$ cat src/rtl/mem_ctrl_pkg.sv
// mem_ctrl_pkg: shared types and constants for the memory controller.
//   mc_state_e  : controller FSM states
//   mc_len_e    : LSB access length encodings
//   mc_acc_t    : access latched at acceptance (address, store data, byte count)
//   len_bytes() : length encoding -> byte count (illegal 3 treated as word)
package mem_ctrl_pkg;

    typedef enum logic [1:0] {
        MC_IDLE   = 2'd0,
        MC_IFETCH = 2'd1,
        MC_LOAD   = 2'd2,
        MC_STORE  = 2'd3
    } mc_state_e;

    typedef enum logic [1:0] {
        LEN_B = 2'd0,
        LEN_H = 2'd1,
        LEN_W = 2'd2
    } mc_len_e;

    localparam logic [31:0] IO_BASE_DEFAULT = 32'h0003_0000;

    typedef struct packed {
        logic [31:0] addr;
        logic [31:0] wdata;
        logic [2:0]  nbytes;
    } mc_acc_t;

    function automatic logic [2:0] len_bytes(input logic [1:0] len);
        case (mc_len_e'(len))
            LEN_B:   return 3'd1;
            LEN_H:   return 3'd2;
            default: return 3'd4;
        endcase
    endfunction

endpackage

$ cat src/rtl/mem_ctrl.sv
// mem_ctrl: owner of the byte-wide RAM/IO bus. Serves 4-byte instruction
// fetches and 1/2/4-byte LSB loads/stores, one byte per cycle, and returns
// one-cycle ready pulses. All outputs are registered.
//
// Ports:
//   clk_in, rst_in (sync, active-high), rdy_in (low = freeze), clear_in (flush)
//   inst_req/inst_addr -> inst_data/inst_ready          fetch port
//   lsb_req/lsb_wr/lsb_addr/lsb_len/lsb_wdata
//                      -> lsb_rdata/lsb_ready           load/store port
//   mem_din / mem_dout / mem_a / mem_wr                 RAM bus
//   io_buffer_full                                      stalls IO-space writes
//
// Build option: define MEMCTRL_FAIR_ARB_EN for round-robin arbitration between
// the two ports; otherwise the LSB always wins a simultaneous request.
module mem_ctrl
    import mem_ctrl_pkg::*;
#(
    parameter logic [31:0] IO_BASE = IO_BASE_DEFAULT
) (
    input  logic        clk_in,
    input  logic        rst_in,
    input  logic        rdy_in,
    input  logic        clear_in,
    input  logic        inst_req,
    input  logic [31:0] inst_addr,
    output logic [31:0] inst_data,
    output logic        inst_ready,
    input  logic        lsb_req,
    input  logic        lsb_wr,
    input  logic [31:0] lsb_addr,
    input  logic [1:0]  lsb_len,
    input  logic [31:0] lsb_wdata,
    output logic [31:0] lsb_rdata,
    output logic        lsb_ready,
    input  logic [7:0]  mem_din,
    output logic [7:0]  mem_dout,
    output logic [31:0] mem_a,
    output logic        mem_wr,
    input  logic        io_buffer_full
);

    mc_state_e   state;
    mc_acc_t     acc;
    // Reads: edges since (re)start of the access. Writes: bytes already issued.
    logic [2:0]  cnt;
    logic [31:0] rbuf;

    // ---------------- arbitration ----------------
    logic accept, grant_lsb;

`ifdef MEMCTRL_FAIR_ARB_EN
    logic last_lsb;   // port served most recently; reset value favours the LSB
    always_comb grant_lsb = lsb_req && !(inst_req && last_lsb);
`else
    always_comb grant_lsb = lsb_req;
`endif

    // No acceptance while a ready pulse is out: the requester still holds req
    // during that cycle and it must not be taken as a new request.
    always_comb accept = (state == MC_IDLE) && !clear_in && !inst_ready &&
                         !lsb_ready && (lsb_req || inst_req);

    // ---------------- store byte issue ----------------
    logic [31:0] st_addr;
    logic [7:0]  st_byte;
    logic        st_stall;

    always_comb begin
        if (state == MC_IDLE) begin
            st_addr = lsb_addr;
            st_byte = lsb_wdata[7:0];
        end else begin
            st_addr = acc.addr + {29'd0, cnt};
            st_byte = acc.wdata[{cnt[1:0], 3'b000} +: 8];
        end
        st_stall = (st_addr >= IO_BASE) && io_buffer_full;
    end

    // ---------------- read byte capture ----------------
    // mem_din lags the address by one cycle, so the byte arriving on edge cnt
    // belongs to offset cnt-2.
    logic [1:0]  cap_idx;
    logic [31:0] rd_merged;

    always_comb begin
        cap_idx   = cnt[1:0] - 2'd2;
        rd_merged = rbuf;
        rd_merged[{cap_idx, 3'b000} +: 8] = mem_din;
    end

    // ---------------- FSM ----------------
    always_ff @(posedge clk_in) begin
        if (rst_in) begin
            state      <= MC_IDLE;
            acc        <= '0;
            cnt        <= '0;
            rbuf       <= '0;
            mem_a      <= '0;
            mem_dout   <= '0;
            mem_wr     <= 1'b0;
            inst_ready <= 1'b0;
            lsb_ready  <= 1'b0;
            inst_data  <= '0;
            lsb_rdata  <= '0;
`ifdef MEMCTRL_FAIR_ARB_EN
            last_lsb   <= 1'b0;
`endif
        end else if (!rdy_in) begin
            // Freeze. A read is restarted from byte 0 because the RAM data
            // pipeline is not held; a write resumes at the next unwritten byte.
            mem_wr <= 1'b0;
            if (state == MC_IFETCH || state == MC_LOAD)
                cnt <= '0;
        end else begin
            inst_ready <= 1'b0;
            lsb_ready  <= 1'b0;
            mem_wr     <= 1'b0;
            case (state)
                MC_IDLE: begin
                    if (accept) begin
                        if (grant_lsb) begin
                            acc.addr   <= lsb_addr;
                            acc.wdata  <= lsb_wdata;
                            acc.nbytes <= len_bytes(lsb_len);
                            mem_a      <= lsb_addr;
`ifdef MEMCTRL_FAIR_ARB_EN
                            last_lsb   <= 1'b1;
`endif
                            if (lsb_wr) begin
                                state <= MC_STORE;
                                if (st_stall) begin
                                    cnt <= 3'd0;
                                end else begin
                                    mem_wr   <= 1'b1;
                                    mem_dout <= st_byte;
                                    cnt      <= 3'd1;
                                end
                            end else begin
                                state <= MC_LOAD;
                                cnt   <= 3'd1;
                                rbuf  <= '0;
                            end
                        end else begin
                            acc.addr   <= inst_addr;
                            acc.wdata  <= '0;
                            acc.nbytes <= 3'd4;
                            mem_a      <= inst_addr;
                            state      <= MC_IFETCH;
                            cnt        <= 3'd1;
                            rbuf       <= '0;
`ifdef MEMCTRL_FAIR_ARB_EN
                            last_lsb   <= 1'b0;
`endif
                        end
                    end
                end

                MC_IFETCH, MC_LOAD: begin
                    if (clear_in) begin
                        state <= MC_IDLE;
                        mem_a <= '0;
                    end else begin
                        mem_a <= (cnt < acc.nbytes) ? acc.addr + {29'd0, cnt} : '0;
                        if (cnt >= 3'd2)
                            rbuf <= rd_merged;
                        if (cnt == acc.nbytes + 3'd1) begin
                            state <= MC_IDLE;
                            if (state == MC_IFETCH) begin
                                inst_ready <= 1'b1;
                                inst_data  <= rd_merged;
                            end else begin
                                lsb_ready  <= 1'b1;
                                lsb_rdata  <= rd_merged;
                            end
                        end
                        cnt <= cnt + 3'd1;
                    end
                end

                MC_STORE: begin
                    // Stores ignore clear_in: they are already committed.
                    if (cnt == acc.nbytes) begin
                        state     <= MC_IDLE;
                        lsb_ready <= 1'b1;
                        mem_a     <= '0;
                    end else begin
                        mem_a <= st_addr;
                        if (!st_stall) begin
                            mem_wr   <= 1'b1;
                            mem_dout <= st_byte;
                            cnt      <= cnt + 3'd1;
                        end
                    end
                end

                default: state <= MC_IDLE;
            endcase
        end
    end

endmodule

$ cat config.mk
export PLATFORM = sky130hd
export DESIGN_NAME = mem_ctrl
export DESIGN_NICKNAME = d
export VERILOG_FILES = /design/src/rtl/mem_ctrl_pkg.sv /design/src/rtl/mem_ctrl.sv
export SDC_FILE = /design/constraint.sdc
export NUM_CORES = 1
export LEC_CHECK = 0
export ABC_AREA = 1
export CELL_PAD_IN_SITES_DETAIL_PLACEMENT = 0
export CELL_PAD_IN_SITES_GLOBAL_PLACEMENT = 1
export CORE_AREA = 2 2 127 178
export DETAILED_ROUTE_END_ITERATION = 10
export DIE_AREA = 0 0 129 180
export DONT_BUFFER_PORTS = 1
export HOLD_SLACK_MARGIN = 0.15
export PLACE_DENSITY_LB_ADDON = 0.1
export SLEW_MARGIN = 20
export SYNTH_ARGS = -nofsm -noshare
export SYNTH_HDL_FRONTEND = slang
export SYNTH_SLANG_ARGS = --single-unit
$ cat constraint.sdc
create_clock -name clk_in -period 4.9 [get_ports clk_in]
set_input_delay 0.98 -clock clk_in [delete_from_list [all_inputs] [get_ports clk_in]]
set_output_delay 0.98 -clock clk_in [all_outputs]
set_load 0.01 [all_outputs]
* Yosys cells after proc, flatten, opt, wreduce, memory -nomap -nowiden *
Cells that the tools add are included.

storage, ports and cells
  register bits after elaboration = 211
  latch bits = 0
  output and inout bits = 107
  memory bits (writable) = 0
  memories kept = 0
  input port bits = 114
  logic and storage cells = 126
  memory bits (read-only) = 0

operators by class
  $mul = 0
  reductions and logical operators = 25
  equality and inequality tests = 19
  muxes and demuxes = 55
  $add $sub $neg = 5
  bitwise logic cells = 3
  divide/modulo/power cells = 0
  shift operators = 3
  order comparisons = 3

operator list
  cell                                                                                    number
  32-bit 2-to-1 mux                                                                       11
  32-bit case mux with 3 select lines                                                     1
  67-bit 2-to-1 mux                                                                       1
  32-bit case mux with 2 select lines                                                     1
  8-bit 2-to-1 mux                                                                        6
  32-bit by 3-bit adder with 32-bit output                                                1
  32-bit bitwise mux                                                                      1
  32-bit by 18-bit greater-or-equal comparator with 1-bit output (second input constant)  1
  8-bit by 7-bit variable shift with 32-bit output (first input constant)                 1
  32-bit by 6-bit indexed part select with 8-bit output                                   1
  8-bit by 7-bit indexed part select with 32-bit output                                   1
  3-bit 2-to-1 mux                                                                        8
  3-bit != test (second input constant)                                                   6
  8-bit case mux with 2 select lines                                                      1
  1-bit 2-to-1 mux                                                                        15
  5-bit AND reduction                                                                     3
  2-bit != test (second input constant)                                                   7
  6-bit AND reduction                                                                     2
  2-bit 2-to-1 mux                                                                        5
  3-bit case mux with 3 select lines                                                      1
  5-bit negator with 7-bit output                                                         1
  3-bit by 1-bit adder with 3-bit output (second input constant)                          2
  3-bit == test                                                                           2
  2-bit case mux with 3 select lines                                                      1
  17 further kinds                                                                        33

* Longest topological paths before layout *
  depth in word-level cells = 10
  mapped depth = 24
  gate-level depth less buffers = 23

* Worst setup path before layout *
OpenSTA, ideal clock, no wires.

  kind = reg-to-reg
  start = register cnt[1]
  end = register mem_dout[3]
  clock period less this slack = 2836 ps
  slack = 2064 ps
  stages on the path, launching flop included = 25
  setup time = 113 ps
  data arrival time = 2723 ps
  path buffers = 2
  data required time = 4787 ps
  cell sequence = dfxtp_1 inv_1 clkbuf_1 fa_1 inv_1 nand2_1 nand2_1 nand2_1 nor2_4 nand2_1 nand2_1 nand2_1 nand2_1 nand2_1 nor2_1 nand2_1 nor2_2 nand2_2 nand2_4 nand2_4 inv_4 buf_12 nand2_1 nand2_1 nor2_1

between the ends
  longest elaborated chain between the ends = 9
  elaborated cells on any way between the ends = 15
  classes of those cells = 1 x add/sub; 1 x order compare; 2 x eq/ne; 1 x shift; 8 x mux; 2 x reduce/logical

ends and longest elaborated chain
  what                                                            RTL line                          RTL
  from (decl)                                                     mem_ctrl.sv:45                    logic [2:0] cnt;
  from (signal assigned)                                          mem_ctrl.sv:176                   cnt <= cnt + 3'd1;
  from (signal assigned)                                          mem_ctrl.sv:191                   cnt <= cnt + 3'd1;
  32-bit by 3-bit adder with 32-bit output                        mem_ctrl.sv:73                    st_addr = acc.addr + {29'd0, cnt};
  32-bit 2-to-1 mux                                               mem_ctrl.sv:69                    if (state == MC_IDLE) begin
  32-bit by 18-bit greater-or-equal comparator with 1-bit output  mem_ctrl.sv:76                    st_stall = (st_addr >= IO_BASE) && io_buffer_full;
  1-bit logical AND                                               mem_ctrl.sv:76
  8-bit 2-to-1 mux                                                mem_ctrl.sv:131, mem_ctrl.sv:188
  8-bit 2-to-1 mux                                                mem_ctrl.sv:129                   if (lsb_wr) begin
  8-bit 2-to-1 mux                                                mem_ctrl.sv:121                   if (grant_lsb) begin
  8-bit 2-to-1 mux                                                mem_ctrl.sv:120                   if (accept) begin
  8-bit case mux with 2 select lines                              mem_ctrl.sv:118                   case (state)
  to (signal assigned)                                            mem_ctrl.sv:135                   mem_dout <= st_byte;
  to (signal assigned)                                            mem_ctrl.sv:190                   mem_dout <= st_byte;
  to (decl)                                                       mem_ctrl.sv:36                    output logic [7:0] mem_dout,

Several ways; a longest one is shown, not always the timed one. The select of a mux whose other input is x is not followed.
A chain may end at the register's enable or synchronous reset.

* Worst setup path in the final report *
  start = register cnt[1]
  end = register cnt[1]

between the ends
  longest elaborated chain between the ends = 6
  elaborated cells on any way between the ends = 14
  classes of those cells = 2 x add/sub; 1 x order compare; 3 x eq/ne; 6 x mux; 2 x reduce/logical

ends and longest elaborated chain
  what                                                            RTL line
  32-bit by 3-bit adder with 32-bit output                        mem_ctrl.sv:73
  32-bit 2-to-1 mux                                               mem_ctrl.sv:69
  32-bit by 18-bit greater-or-equal comparator with 1-bit output  mem_ctrl.sv:76
  1-bit logical AND                                               mem_ctrl.sv:76
  3-bit != test (no line)                                         --
  5-bit AND reduction (no line)                                   --

Several ways; a longest one is shown, not always the timed one. The select of a mux whose other input is x is not followed.

==> reports/results.tsv <==
stage	metric	value	unit
clock_tree	cts_resized	0	
power_and_ir_drop	peakVddDrop	0.000282	V
power_and_ir_drop	swShare	36.6	%
logic_synthesis	yosysUniqueCellTypes	47	
status	run_status	completed	
drt	routed_wl	33500	um
finish	fin_nets	1583	
logic_synthesis	syn_area	10500	um2
global_route	gr-total-overflow	0	
critical_path	reg2reg_to	cnt[1]	
logic_synthesis	synthFlopType	dfxtp_1	
finish	drive_above_1_share	6.95	%
critical_path	ff2ff_path_depth	20	
drt	drc	0	
timing	max_slew_margin	42.5	%
logic_synthesis	yosys.area.top_type	dfxtp_1	
placed_design	gp_congestion	0.928	
logic_synthesis	postSynthAreaPerCell	6.96	um2
logic_synthesis	syn_inst	1501	
finish	diodes	0	
critical_path	r2r_setup_slack	1290	ps
critical_path	cp_max_fo	15	
clock_tree	cts_buffers	22	
logic_synthesis	synthArstFlopShare	0	%
finish	multi_input_area	5380	um2
timing	tightestPinTransition	860	ps
timing	max_freq	277	MHz
clock_tree	cts_root_buf	clkbuf_16	
die	core	21700	um2
flow_run	max_cap_viol_count	0	
timing	whs	453	ps
logic_synthesis	synth.area.top_cells	dfxtp_1, nand2_1, nor2_1, o21ai_0, a21oi_1	
clock_tree	hold_buffers	0	
global_route	grt_pass1_wl	51500	um
die	rows	64	
die	fp.dieW	129	um
worst_hold_path	min_to	rbuf[15]	
critical_path	required	5300	ps
die	die_area	23200	um2
timing	rsz0062_at_grt	no	
critical_path	reg2reg_from	cnt[1]	
critical_path	arrival	4010	ps
logic_synthesis	synth_edf_count	0	
logic_synthesis	ys_seq_elements	211	
worst_hold_path	worstHoldPathType	flip-flop to flip-flop	
die	pin_count	221	
timing	setup_viol_count_final	0	
drt	vias	9855	
power_and_ir_drop	comb_power_share	27.6	%
drt	firstDrtPassIters	5	
finish	fin_cells	1765	
timing	fin_skew	20.7	ps
logic_synthesis	synth_top_area_share	40.4	%
drt	wire_per_inst	19.0	um
finish	final_util	52.2	%
critical_path	crit_path_frequent_cell	nand2_1	
power_and_ir_drop	p_int	3.33	mW
global_route	grt_max_degree	104	
clock_tree	worstSkewPairLatency	520	ps
power_and_ir_drop	seq_power_share	39.4	%
power_and_ir_drop	pwr-share-clk	33.0	%
critical_path	slowest_stage	dfxtp_1	
clock_tree	cts.sinks	211	
global_route	antenna_found_initial	0	
critical_path	worstSetupPathType	flip-flop to flip-flop	
worst_hold_path	whs_path_depth	2	
timing	finalCritPeriodShare	73.6	%
power_and_ir_drop	p_leak	4.47	nW
critical_path	cp_slowest_stage_delay	670	ps
die	die_y	180	um
finish	area_delta_synth_final	8.36	%
finish	n_fill_cell	2283	
placed_design	port_buffers	0	
global_route	grt.total_usage	28.0	%
drt	viasPerCell	5.58	
clock_tree	cts.reportedPaths.clkPinSlew	60	ps
logic_synthesis	yosysMostFrequentCell	nand2_1	
placed_design	hpwl	23400	um
clock_tree	htreeDepth	1	
logic_synthesis	synthTopCellsByCount	nand2_1, nor2_1, dfxtp_1	
placed_design	dp.cells	1725	
logic_synthesis	ys_seq_area_share	40.4	%
clock_tree	cts_tree	yes	
finish	regArea	4220	um2
timing	setup_tns	0	ps
power_and_ir_drop	power_density	464	nW/um2
timing	hold_violations	0	
clock_tree	cts_setup_buffers	0	
power_and_ir_drop	p_switching	1.92	mW
drt	drt_iter0_drc	590	
logic_synthesis	yosysWarnings	0	
timing	report.final.slew_viol_count	0	
timing	min_period	3610	ps
die	initial_utilization	48.2	%
critical_path	end_kind	flip-flop	
global_route	first_global_vias	9395	
worst_hold_path	min_from	rbuf[15]	
drt	ant_nets	0	
critical_path	start_kind	flip-flop	
clock_tree	ctsLongestPathBuffers	3	
critical_path	crit_chain	inv_1 > fa_1 > inv_1 > nand3_1 > nand2_1 > nand2_1 > nor2_2 > nand2_1 > nand2_1 > nand2_1 > nand2_1 > nand2_1 > nor2_1 > nand2_1 > nor2_2 > nand2_2 > nand3_1 > nand2_1 > a21boi_0 > nor2_1	
logic_synthesis	synth_nets	1632	
-- flip-flops by register name, summed over array words and instances (netlist names) --
register,count
mem_a,32
inst_data,32
mem_wr,1
rbuf,32
state,2
cnt,3
mem_dout,8
inst_ready,1
acc,67
lsb_rdata,32
lsb_ready,1
-- cell type report --
cell class                      instances  area share [%]
Clock inverter                         10           0.928
Timing Repair Buffer                   14            1.04
Multi-Input combinational cell       1071            47.5
Sequential cell                       211            37.3
Clock buffer                           30            5.58
Tap cell                              297            3.28
Inverter                              132            4.40
-- cell usage in the layout (no fill, tap or decap), drive strengths merged, types with 7 or more instances in the layout --
cell type	count
nand2	271
nor2	254
dfxtp	211
o21ai	175
a21oi	149
inv	131
nand3	54
a22oi	32
clkbuf	30
a211oi	24
o22ai	21
mux2i	17
ha	16
buf	14
or2	9
o211ai	8
clkinv	7
-- worst max-delay path, delay by kind of cell, from the launching register on --
kind	cells	cell delay [ps]
flops	1	670
compound gates	1	200
buf+inv	2	540
simple gates	16	1540
fa+ha+maj	1	540
-- stage by stage --
step | power (mW) | setup WS, ps | area [um2]
after CTS | 5.28 | 1290 | 11300
after global routing | 5.54 | 928 | 11300
after detailed placement | 3.55 | 1300 | 10600
after global placement | 3.54 | 1360 | 10600
after floorplan | 3.14 | 2060 | 10500
final | 5.25 | 1290 | 11300
-- power by group through the flow --
stage	sequential (mW)	combinational (mW)	clock, mW
3_5_place_dp	2.11	1.45	0
3_3_place_gp	2.11	1.44	0
2_1_floorplan	2.06	1.07	0
6_report	2.07	1.45	1.73
5_1_grt	2.09	1.62	1.82
4_1_cts	2.07	1.45	1.76
-- cells by family (layout without fill, tap and decap cells) --
| kind of cell | Yosys count | in the layout | synth area share, % |
|---|---|---|---|
| and+or+nand+nor | 604 | 604 | 24.1 |
| AOI/OAI and AO/OA | 427 | 427 | 23.0 |
| buffers and inverters | 219 | 186 | 8.19 |
| DFF | 211 | 211 | 40.4 |
| adders and majority gates | 17 | 17 | 2.11 |
| muxes | 17 | 17 | 1.63 |
| xor gates and xnor gates | 6 | 6 | 0.503 |
-- worst max path at each step --
stage | slack [ps] | from | endpoint | depth (start not counted)
2_1_floorplan | 2060 | cnt[1] | mem_dout[3] | 24
3_3_place_gp | 1360 | state[0] | mem_a[11] | 12
3_5_place_dp | 1300 | cnt[1] | cnt[1] | 20
4_1_cts | 1290 | cnt[1] | cnt[1] | 20
5_1_grt | 930 | cnt[1] | cnt[1] | 20
6_report | 1290 | cnt[1] | cnt[1] | 20
-- routing by layer --
layer | up-vias | routed length (um) | GRT usage, % | share of wire (%)
li1 | 4912 | - | - | -
met1 | 4614 | 13500 | 32.5 | 40
met2 | 260 | 17000 | 50.2 | 51
met3 | 69 | 1560 | 4.49 | 4.6
met4 | 0 | 1410 | 11.8 | 4.2
met5 | - | 0 | 0 | 0
No activity file was read; power rests on OpenSTA's default activity.
